### src/rtl/imem_port_arbiter_if.sv
// Bundle of fetch, loader and instruction-memory signals around the IMEM port arbiter.
interface imem_port_arbiter_if #(
    parameter int unsigned ADDR_W = 9,
    parameter int unsigned DATA_W = 33
) ();
    // Fetch stage side
    logic              f_req;
    logic [ADDR_W-1:0] f_addr;
    logic              f_stall;
    logic              f_rvalid;
    logic [DATA_W-1:0] f_rdata;
    logic              f_flush;

    // Loader / debug side
    logic              l_req;
    logic              l_we;
    logic [ADDR_W-1:0] l_addr;
    logic [DATA_W-1:0] l_wdata;
    logic              l_gnt;
    logic              l_rvalid;
    logic [DATA_W-1:0] l_rdata;
    logic              hold_cpu;
    logic              cpu_held;

    // Instruction memory macro side
    logic [ADDR_W-1:0] mem_addr;
    logic              mem_we;
    logic [DATA_W-1:0] mem_wdata;
    logic [DATA_W-1:0] mem_rdata;

    // Arbiter view
    modport slave (
        input  f_req, f_addr, l_req, l_we, l_addr, l_wdata, hold_cpu, mem_rdata,
        output f_stall, f_rvalid, f_rdata, f_flush, l_gnt, l_rvalid, l_rdata,
               cpu_held, mem_addr, mem_we, mem_wdata
    );

    // Environment view (fetch, loader and memory)
    modport master (
        output f_req, f_addr, l_req, l_we, l_addr, l_wdata, hold_cpu, mem_rdata,
        input  f_stall, f_rvalid, f_rdata, f_flush, l_gnt, l_rvalid, l_rdata,
               cpu_held, mem_addr, mem_we, mem_wdata
    );
endinterface

### src/rtl/imem_port_arbiter.sv
// Shares the single-port synchronous IMEM between fetch and the loader/debug port.
// Fetch has default priority; a starvation counter forces a loader grant, and
// hold_cpu gives the loader exclusive ownership with a fetch flush on release.
module imem_port_arbiter #(
    parameter int unsigned ADDR_W       = 9,
    parameter int unsigned DATA_W       = 33,
    parameter int unsigned STARVE_LIMIT = 4
) (
    input  logic                clk,
    input  logic                rst,
    imem_port_arbiter_if.slave  bus
);

    localparam int unsigned CNT_W = (STARVE_LIMIT != 0) ? $clog2(STARVE_LIMIT + 1) : 1;
    localparam logic [CNT_W-1:0] CNT_MAX = CNT_W'(STARVE_LIMIT);

    typedef enum logic [1:0] {
        ST_RUN   = 2'd0,
        ST_ENTER = 2'd1,
        ST_HOLD  = 2'd2,
        ST_EXIT  = 2'd3
    } state_e;

    typedef enum logic [1:0] {
        OWN_NONE   = 2'd0,
        OWN_FETCH  = 2'd1,
        OWN_LOADER = 2'd2
    } owner_e;

    state_e            state_q, state_d;
    owner_e            owner_q, owner_d;
    logic [CNT_W-1:0]  wait_cnt_q, wait_cnt_d;
    logic              f_flush_q, f_flush_d;
    logic              cpu_held_q, cpu_held_d;

    logic              f_gnt_c;
    logic              l_gnt_c;
    logic              f_stall_c;
    logic              starved_c;
    logic [ADDR_W-1:0] mem_addr_c;
    logic [DATA_W-1:0] rdata_c;

    // State, starvation counter, read owner and status flops
    always_ff @(posedge clk or negedge rst) begin
        if (!rst) begin
            state_q    <= ST_RUN;
            owner_q    <= OWN_NONE;
            wait_cnt_q <= '0;
            f_flush_q  <= 1'b0;
            cpu_held_q <= 1'b0;
        end else begin
            state_q    <= state_d;
            owner_q    <= owner_d;
            wait_cnt_q <= wait_cnt_d;
            f_flush_q  <= f_flush_d;
            cpu_held_q <= cpu_held_d;
        end
    end

    // Arbitration, next state, counter and read-owner tracking
    always_comb begin
        state_d    = state_q;
        wait_cnt_d = wait_cnt_q;
        owner_d    = OWN_NONE;
        f_gnt_c    = 1'b0;
        l_gnt_c    = 1'b0;
        f_stall_c  = 1'b1;
        starved_c  = (wait_cnt_q == CNT_MAX);

        unique case (state_q)
            ST_RUN: begin
                // Arbitration still runs in the cycle hold_cpu is first seen
                if (bus.l_req && (!bus.f_req || starved_c)) begin
                    l_gnt_c = 1'b1;
                end else if (bus.f_req) begin
                    f_gnt_c = 1'b1;
                end
                f_stall_c = bus.f_req && !f_gnt_c;
                if (bus.hold_cpu) begin
                    state_d = ST_ENTER;
                end
            end
            ST_ENTER: begin
                // Drain cycle: the last RUN read returns here
                state_d = ST_HOLD;
            end
            ST_HOLD: begin
                l_gnt_c = bus.l_req;
                if (!bus.hold_cpu) begin
                    state_d = ST_EXIT;
                end
            end
            ST_EXIT: begin
                state_d = ST_RUN;
            end
            default: begin
                state_d = ST_RUN;
            end
        endcase

        // Counter only ages in RUN; saturates so the compare stays an equality
        if (l_gnt_c) begin
            wait_cnt_d = '0;
        end else if ((state_q == ST_RUN) && bus.l_req && !starved_c) begin
            wait_cnt_d = wait_cnt_q + CNT_W'(1);
        end

        if (f_gnt_c) begin
            owner_d = OWN_FETCH;
        end else if (l_gnt_c && !bus.l_we) begin
            owner_d = OWN_LOADER;
        end

        f_flush_d  = (state_d == ST_EXIT);
        cpu_held_d = (state_d == ST_HOLD);
        mem_addr_c = l_gnt_c ? bus.l_addr : bus.f_addr;
    end

    assign rdata_c       = bus.mem_rdata;

    assign bus.f_stall   = f_stall_c;
    assign bus.f_rvalid  = (owner_q == OWN_FETCH);
    assign bus.f_rdata   = rdata_c;
    assign bus.f_flush   = f_flush_q;
    assign bus.l_gnt     = l_gnt_c;
    assign bus.l_rvalid  = (owner_q == OWN_LOADER);
    assign bus.l_rdata   = rdata_c;
    assign bus.cpu_held  = cpu_held_q;
    assign bus.mem_addr  = mem_addr_c;
    assign bus.mem_we    = l_gnt_c & bus.l_we;
    assign bus.mem_wdata = bus.l_wdata;

endmodule

### src/flat_wrapper.sv
// flat-port wrapper written by rule: the top's interface ports become plain ports
module imem_port_arbiter_flat 
#(
    parameter int unsigned ADDR_W       = 9,
    parameter int unsigned DATA_W       = 33,
    parameter int unsigned STARVE_LIMIT = 4
)
  (clk, rst, bus_f_req, bus_f_addr, bus_l_req, bus_l_we, bus_l_addr, bus_l_wdata, bus_hold_cpu, bus_mem_rdata, bus_f_stall, bus_f_rvalid, bus_f_rdata, bus_f_flush, bus_l_gnt, bus_l_rvalid, bus_l_rdata, bus_cpu_held, bus_mem_addr, bus_mem_we, bus_mem_wdata);
  imem_port_arbiter_if #(.ADDR_W(ADDR_W), .DATA_W(DATA_W)) bus_i ();
  input  logic clk;
  input  logic rst;
  input wire logic [$bits(bus_i.f_req)-1:0] bus_f_req;
  input wire logic [$bits(bus_i.f_addr)-1:0] bus_f_addr;
  input wire logic [$bits(bus_i.l_req)-1:0] bus_l_req;
  input wire logic [$bits(bus_i.l_we)-1:0] bus_l_we;
  input wire logic [$bits(bus_i.l_addr)-1:0] bus_l_addr;
  input wire logic [$bits(bus_i.l_wdata)-1:0] bus_l_wdata;
  input wire logic [$bits(bus_i.hold_cpu)-1:0] bus_hold_cpu;
  input wire logic [$bits(bus_i.mem_rdata)-1:0] bus_mem_rdata;
  output wire logic [$bits(bus_i.f_stall)-1:0] bus_f_stall;
  output wire logic [$bits(bus_i.f_rvalid)-1:0] bus_f_rvalid;
  output wire logic [$bits(bus_i.f_rdata)-1:0] bus_f_rdata;
  output wire logic [$bits(bus_i.f_flush)-1:0] bus_f_flush;
  output wire logic [$bits(bus_i.l_gnt)-1:0] bus_l_gnt;
  output wire logic [$bits(bus_i.l_rvalid)-1:0] bus_l_rvalid;
  output wire logic [$bits(bus_i.l_rdata)-1:0] bus_l_rdata;
  output wire logic [$bits(bus_i.cpu_held)-1:0] bus_cpu_held;
  output wire logic [$bits(bus_i.mem_addr)-1:0] bus_mem_addr;
  output wire logic [$bits(bus_i.mem_we)-1:0] bus_mem_we;
  output wire logic [$bits(bus_i.mem_wdata)-1:0] bus_mem_wdata;
  assign bus_i.f_req = bus_f_req;
  assign bus_i.f_addr = bus_f_addr;
  assign bus_i.l_req = bus_l_req;
  assign bus_i.l_we = bus_l_we;
  assign bus_i.l_addr = bus_l_addr;
  assign bus_i.l_wdata = bus_l_wdata;
  assign bus_i.hold_cpu = bus_hold_cpu;
  assign bus_i.mem_rdata = bus_mem_rdata;
  assign bus_f_stall = bus_i.f_stall;
  assign bus_f_rvalid = bus_i.f_rvalid;
  assign bus_f_rdata = bus_i.f_rdata;
  assign bus_f_flush = bus_i.f_flush;
  assign bus_l_gnt = bus_i.l_gnt;
  assign bus_l_rvalid = bus_i.l_rvalid;
  assign bus_l_rdata = bus_i.l_rdata;
  assign bus_cpu_held = bus_i.cpu_held;
  assign bus_mem_addr = bus_i.mem_addr;
  assign bus_mem_we = bus_i.mem_we;
  assign bus_mem_wdata = bus_i.mem_wdata;
  imem_port_arbiter #(.ADDR_W(ADDR_W), .DATA_W(DATA_W), .STARVE_LIMIT(STARVE_LIMIT)) u_core (.clk(clk), .rst(rst), .bus(bus_i));
endmodule
### config.mk
export PLATFORM = sky130hd
export DESIGN_NAME = imem_port_arbiter_flat
export DESIGN_NICKNAME = d
export VERILOG_FILES = /design/src/rtl/imem_port_arbiter_if.sv /design/src/rtl/imem_port_arbiter.sv /design/src/flat_wrapper.sv
export SDC_FILE = /design/constraint.sdc
export NUM_CORES = 1
export LEC_CHECK = 0
export CORE_MARGIN = 4
export CORE_UTILIZATION = 25
export CTS_BUF_LIST = sky130_fd_sc_hd__clkbuf_8 sky130_fd_sc_hd__clkbuf_16
export DETAILED_ROUTE_END_ITERATION = 16
export PLACE_DENSITY = 0.85
export SLEW_MARGIN = 40
export SYNTH_ARGS = -nofsm -noshare
export SYNTH_HDL_FRONTEND = slang
export SYNTH_SLANG_ARGS = --single-unit
### constraint.sdc
create_clock -name clk -period 3.3 [get_ports clk]
set_clock_uncertainty 0.2 [all_clocks]
set_input_delay 0.66 -clock clk [delete_from_list [all_inputs] [get_ports clk]]
set_output_delay 0.66 -clock clk [all_outputs]
set_load 0.05 [all_outputs]
==> summary.md <==
| Metric | Value |
|---|---|
| Top cell type's share of synthesized area | 55.9% |
| First-pass detailed-route iteration total | 3 |
| Worst-path cell chain | clkdlybuf4s50_1 -> nand2b_4 -> a31oi_4 -> buf_12 -> mux2_2 -> buf_4 |
| Hold Vio Cnt, Final | 0 |
| Std cell rows | 26 |
| Remaining DRCs | 0 |
| Post-route insts no fill | 166 |
| Layout cells sized above 1 | 31.3% |
| Antenna Cells | 0 |
| Routed wire length | 2070 um |
| #FFs+latches synth | 9 |
| Synthesized area | 1330 um^2 |
| Post-synth EDFFs | 0 |
| Seq pwr share | 22.1% |
| Cell with the most instances after synthesis | buf_4 |
| Hold Path Class | register to register |
| Post-Synth XOR/XNOR Area | 1.32% |
| First-pass GRT wire length | 2850 um |
| Starting DRC count in detailed routing | 8 |
| VDD IR max | 0.347 mV |
| Seq. cell area | 225 um^2 |
| RSZ-0062 raised after global routing | false |
| Yosys cell types | 26 |
| Logic pwr share | 62.7% |
| Vias in the first global route | 638 |
| Compound-gate portion of the synthesized area | 4.05% |
| Fin nets | 189 |
| Post-synth top cells | buf_4 (99), dfrtp_1 (9), mux2_4 (6) |
| Pint | 0.000445 W |
| CP Buf/Inv Count | 3 |
| Mux cell area share after synthesis | 9.32% |
| Primary FF master, synth | dfrtp_1 |
| Resized cells post-CTS | 0 |
| DIE WIDTH | 80.9 um |
| Die area | 6550 um^2 |
| Initial antenna violation count | 0 |
| Fillers | 578 |
| Main area contributors after synthesis | buf_4 (56%), dfrtp_1 (17%), mux2_4 (6.8%), mux2_2 (2.5%), ha_1 (1.9%) |
| Worst Path Required | 2.44 ns |
| CTS tree | done |
| Worst R2R Setup Slack | 1.71 ns |
| Post-Synth Adder-Cell Area | 1.88% |
| Core area | 5140 um^2 |
| Switching Fraction | 46.4% |
| Largest family of logic cells by synthesized area | buffers and inverters |
| RR Startpoint | u_core.wait_cnt_q[0] |
| Dpl cells | 162 |
| CTS H-tree depth | 1 |
| Synth Area per Inst | 8.74 um^2 |
| Critical path peak fanout | 13 |
| Area growth syn-to-layout | -16.2% |
| I/O pin count | 205 |
| Slew headroom | 66.5% |
| Fin crit period | 3.07 ns |
| PwrDens | 746 nW/um^2 |
| Hpwl dp | 1750 um |
| TNS Setup | 0 ns |
| Sink Count | 9 |
| Final setup fails | 0 |
| Fmax | 0.326 GHz |
| Vias per inst | 3.85 |
| Max incr delay on CP | 0.58 ns |
| Critical Path AT | 2.21 ns |
| DP Worst Slack | 0.230 ns |
| Kind of critical path | input port to output port |
| Post-Synth Simple-Gate Area | 8.57% |
| Crit share post-route | 93.0% |
| Critical Path End Type | output port |
| Largest net degree at the start of global routing | 14 |
| Max Cap Violations | 0 |
| CTS Buf Count | 3 |
| Hold Startpoint | u_core.wait_cnt_q[1] |
| Die Ht | 80.9 um |
| Area occupied by multi-input gates | 334 um^2 |
| Critical path launch point | bus_l_req |
| CTS root buf | clkbuf_8 |
| CTS clk-pin slew, worst paths | 0.05 ns |
| Crit-path slowest cell | clkdlybuf4s50_1 |
| Synthesized instance count | 152 |
| Worst skew pair latency | 0.23 ns |
| Post-synthesis async set-or-reset flop share | 100% |
| Hold buffers post-CTS | 0 |
| Global-route usage over all layers | 5.65% |
| Synth warn | 0 |
| Dominant cell type by area after synthesis | buf_4 |
| Actual slew at the worst max-slew pin | 0.501 ns |
| Crit path launch type | input port |
| Max-slew violation count | 0 |
| Outcome | finished clean |
| Port Buf Inserts | 39 |
| Switching power | 0.000386 W |
| Post-CTS Setup Repair Bufs | 0 |
| Starting Density | 25.9% |
| Clk pwr share | 15.2% |
| Setup slack after layout | 0.230 ns |
| Drt wl/cell | 12.5 um |
| Syn nets | 244 |
| Crit path max-delay family | buffers and inverters |
| Total number of vias | 639 |
| Sequential area share after synthesis | 16.9% |
| Detail Route Antenna Nets | 0 |
| Gpl congestion | 0.768 |
| P_leak | 0.466 nW |
| Clk buf depth | 2 |
| GR Overflow Total | 0 |
==> power groups by stage <==
stage / Clock, W / Combinational (W) / Sequential, W
floorplan: 0 / 0.000644 / 0.000215
global placement: 0 / 0.000514 / 0.000184
finish: 0.000126 / 0.000521 / 0.000184
CTS: 0.000131 / 0.000526 / 0.000184
global route: 0.000138 / 0.000553 / 0.000190
detailed placement: 0 / 0.000525 / 0.000185
==> stage by stage <==
| step | power (W) | hold slack, ns | utilization [%] | instance area (um^2) |
|---|---|---|---|---|
| 2_1_floorplan | 0.000859 | 0.164 | - | 1330 |
| 3_5_place_dp | 0.000710 | 0.320 | 20.8 | 1070 |
| 3_3_place_gp | 0.000698 | 0.294 | 20.8 | 1070 |
| 5_1_grt | 0.000881 | 0.375 | 21.7 | 1110 |
| 4_1_cts | 0.000841 | 0.334 | 21.7 | 1110 |
| 6_report | 0.000831 | 0.337 | 21.7 | 1110 |
==> registers in the layout, indices dropped and copies added, names as in the netlist <==
signal and count:
u_core.bus.cpu_held 1, u_core.bus.f_flush 1, u_core.owner_q 2, u_core.state_q 2, u_core.wait_cnt_q 3
==> worst paths after layout <==
path | to | cells past startpoint
max | bus_mem_addr[8] | 6
min | u_core.wait_cnt_q[1] | 2
max reg2reg | u_core.owner_q[1] | 6
min reg2reg | u_core.wait_cnt_q[1] | 2
max in group asynchronous | u_core.owner_q[1] | 1
min in group asynchronous | u_core.bus.cpu_held | 1
==> cells in the final DEF (no fill, tap or decap), drive strengths merged <==
master | synthesis | layout
buf | 100 | 13
and4 | 1 | 1
nand2 | 5 | 5
nand3 | 1 | 1
clkinv | 0 | 1
nor3 | 2 | 2
nand4 | 1 | 1
clkdlybuf4s50 | 0 | 27
clkbuf | 0 | 3
nor2b | 4 | 4
and2 | 1 | 1
nand2b | 2 | 2
xnor2 | 1 | 1
a31oi | 3 | 3
xor2 | 1 | 1
o31ai | 1 | 1
ha | 2 | 2
dfrtp | 9 | 9
nor2 | 3 | 3
o21ai | 1 | 1
inv | 4 | 4
a21boi | 1 | 1
mux2 | 9 | 9
==> worst register-to-register path: cells and delay by family (launching register included) <==
kind	cells	cell delay, ns
adder cells (fa/ha/maj)	1	0.23
flip-flops	1	0.40
buffers and inverters	2	0.26
AO/OA/AOI/OAI	1	0.21
AND/OR/NAND/NOR	2	0.23
==> cells by family after synthesis <==
kind of cell    count (synthesis)
xor+xnor                        2
buf+inv                       104
fa+ha+maj                       2
mux                             9
simple gates                   20
flops                           9
compound gates                  6
==> routing by layer <==
layer | GRT usage (%) | wire length [um] | up-vias | share of wire, %
met1 | 4.12 | 596 | 284 | 29
met3 | 3.44 | 354 | 44 | 17
li1 | - | - | 268 | -
met5 | 0 | 0 | - | 0
met2 | 8.46 | 904 | 43 | 44
met4 | 8.28 | 212 | 0 | 10
==> area by class of cell <==
type,count,area share (%)
repair buffers,40,36.4
well taps,70,7.87
multi-input cells,39,30.0
clock buffers,3,3.71
flip-flops and latches,9,20.2
inverters,4,1.35
clock inverters,1,0.449
Power figures use the tool's default switching activity.
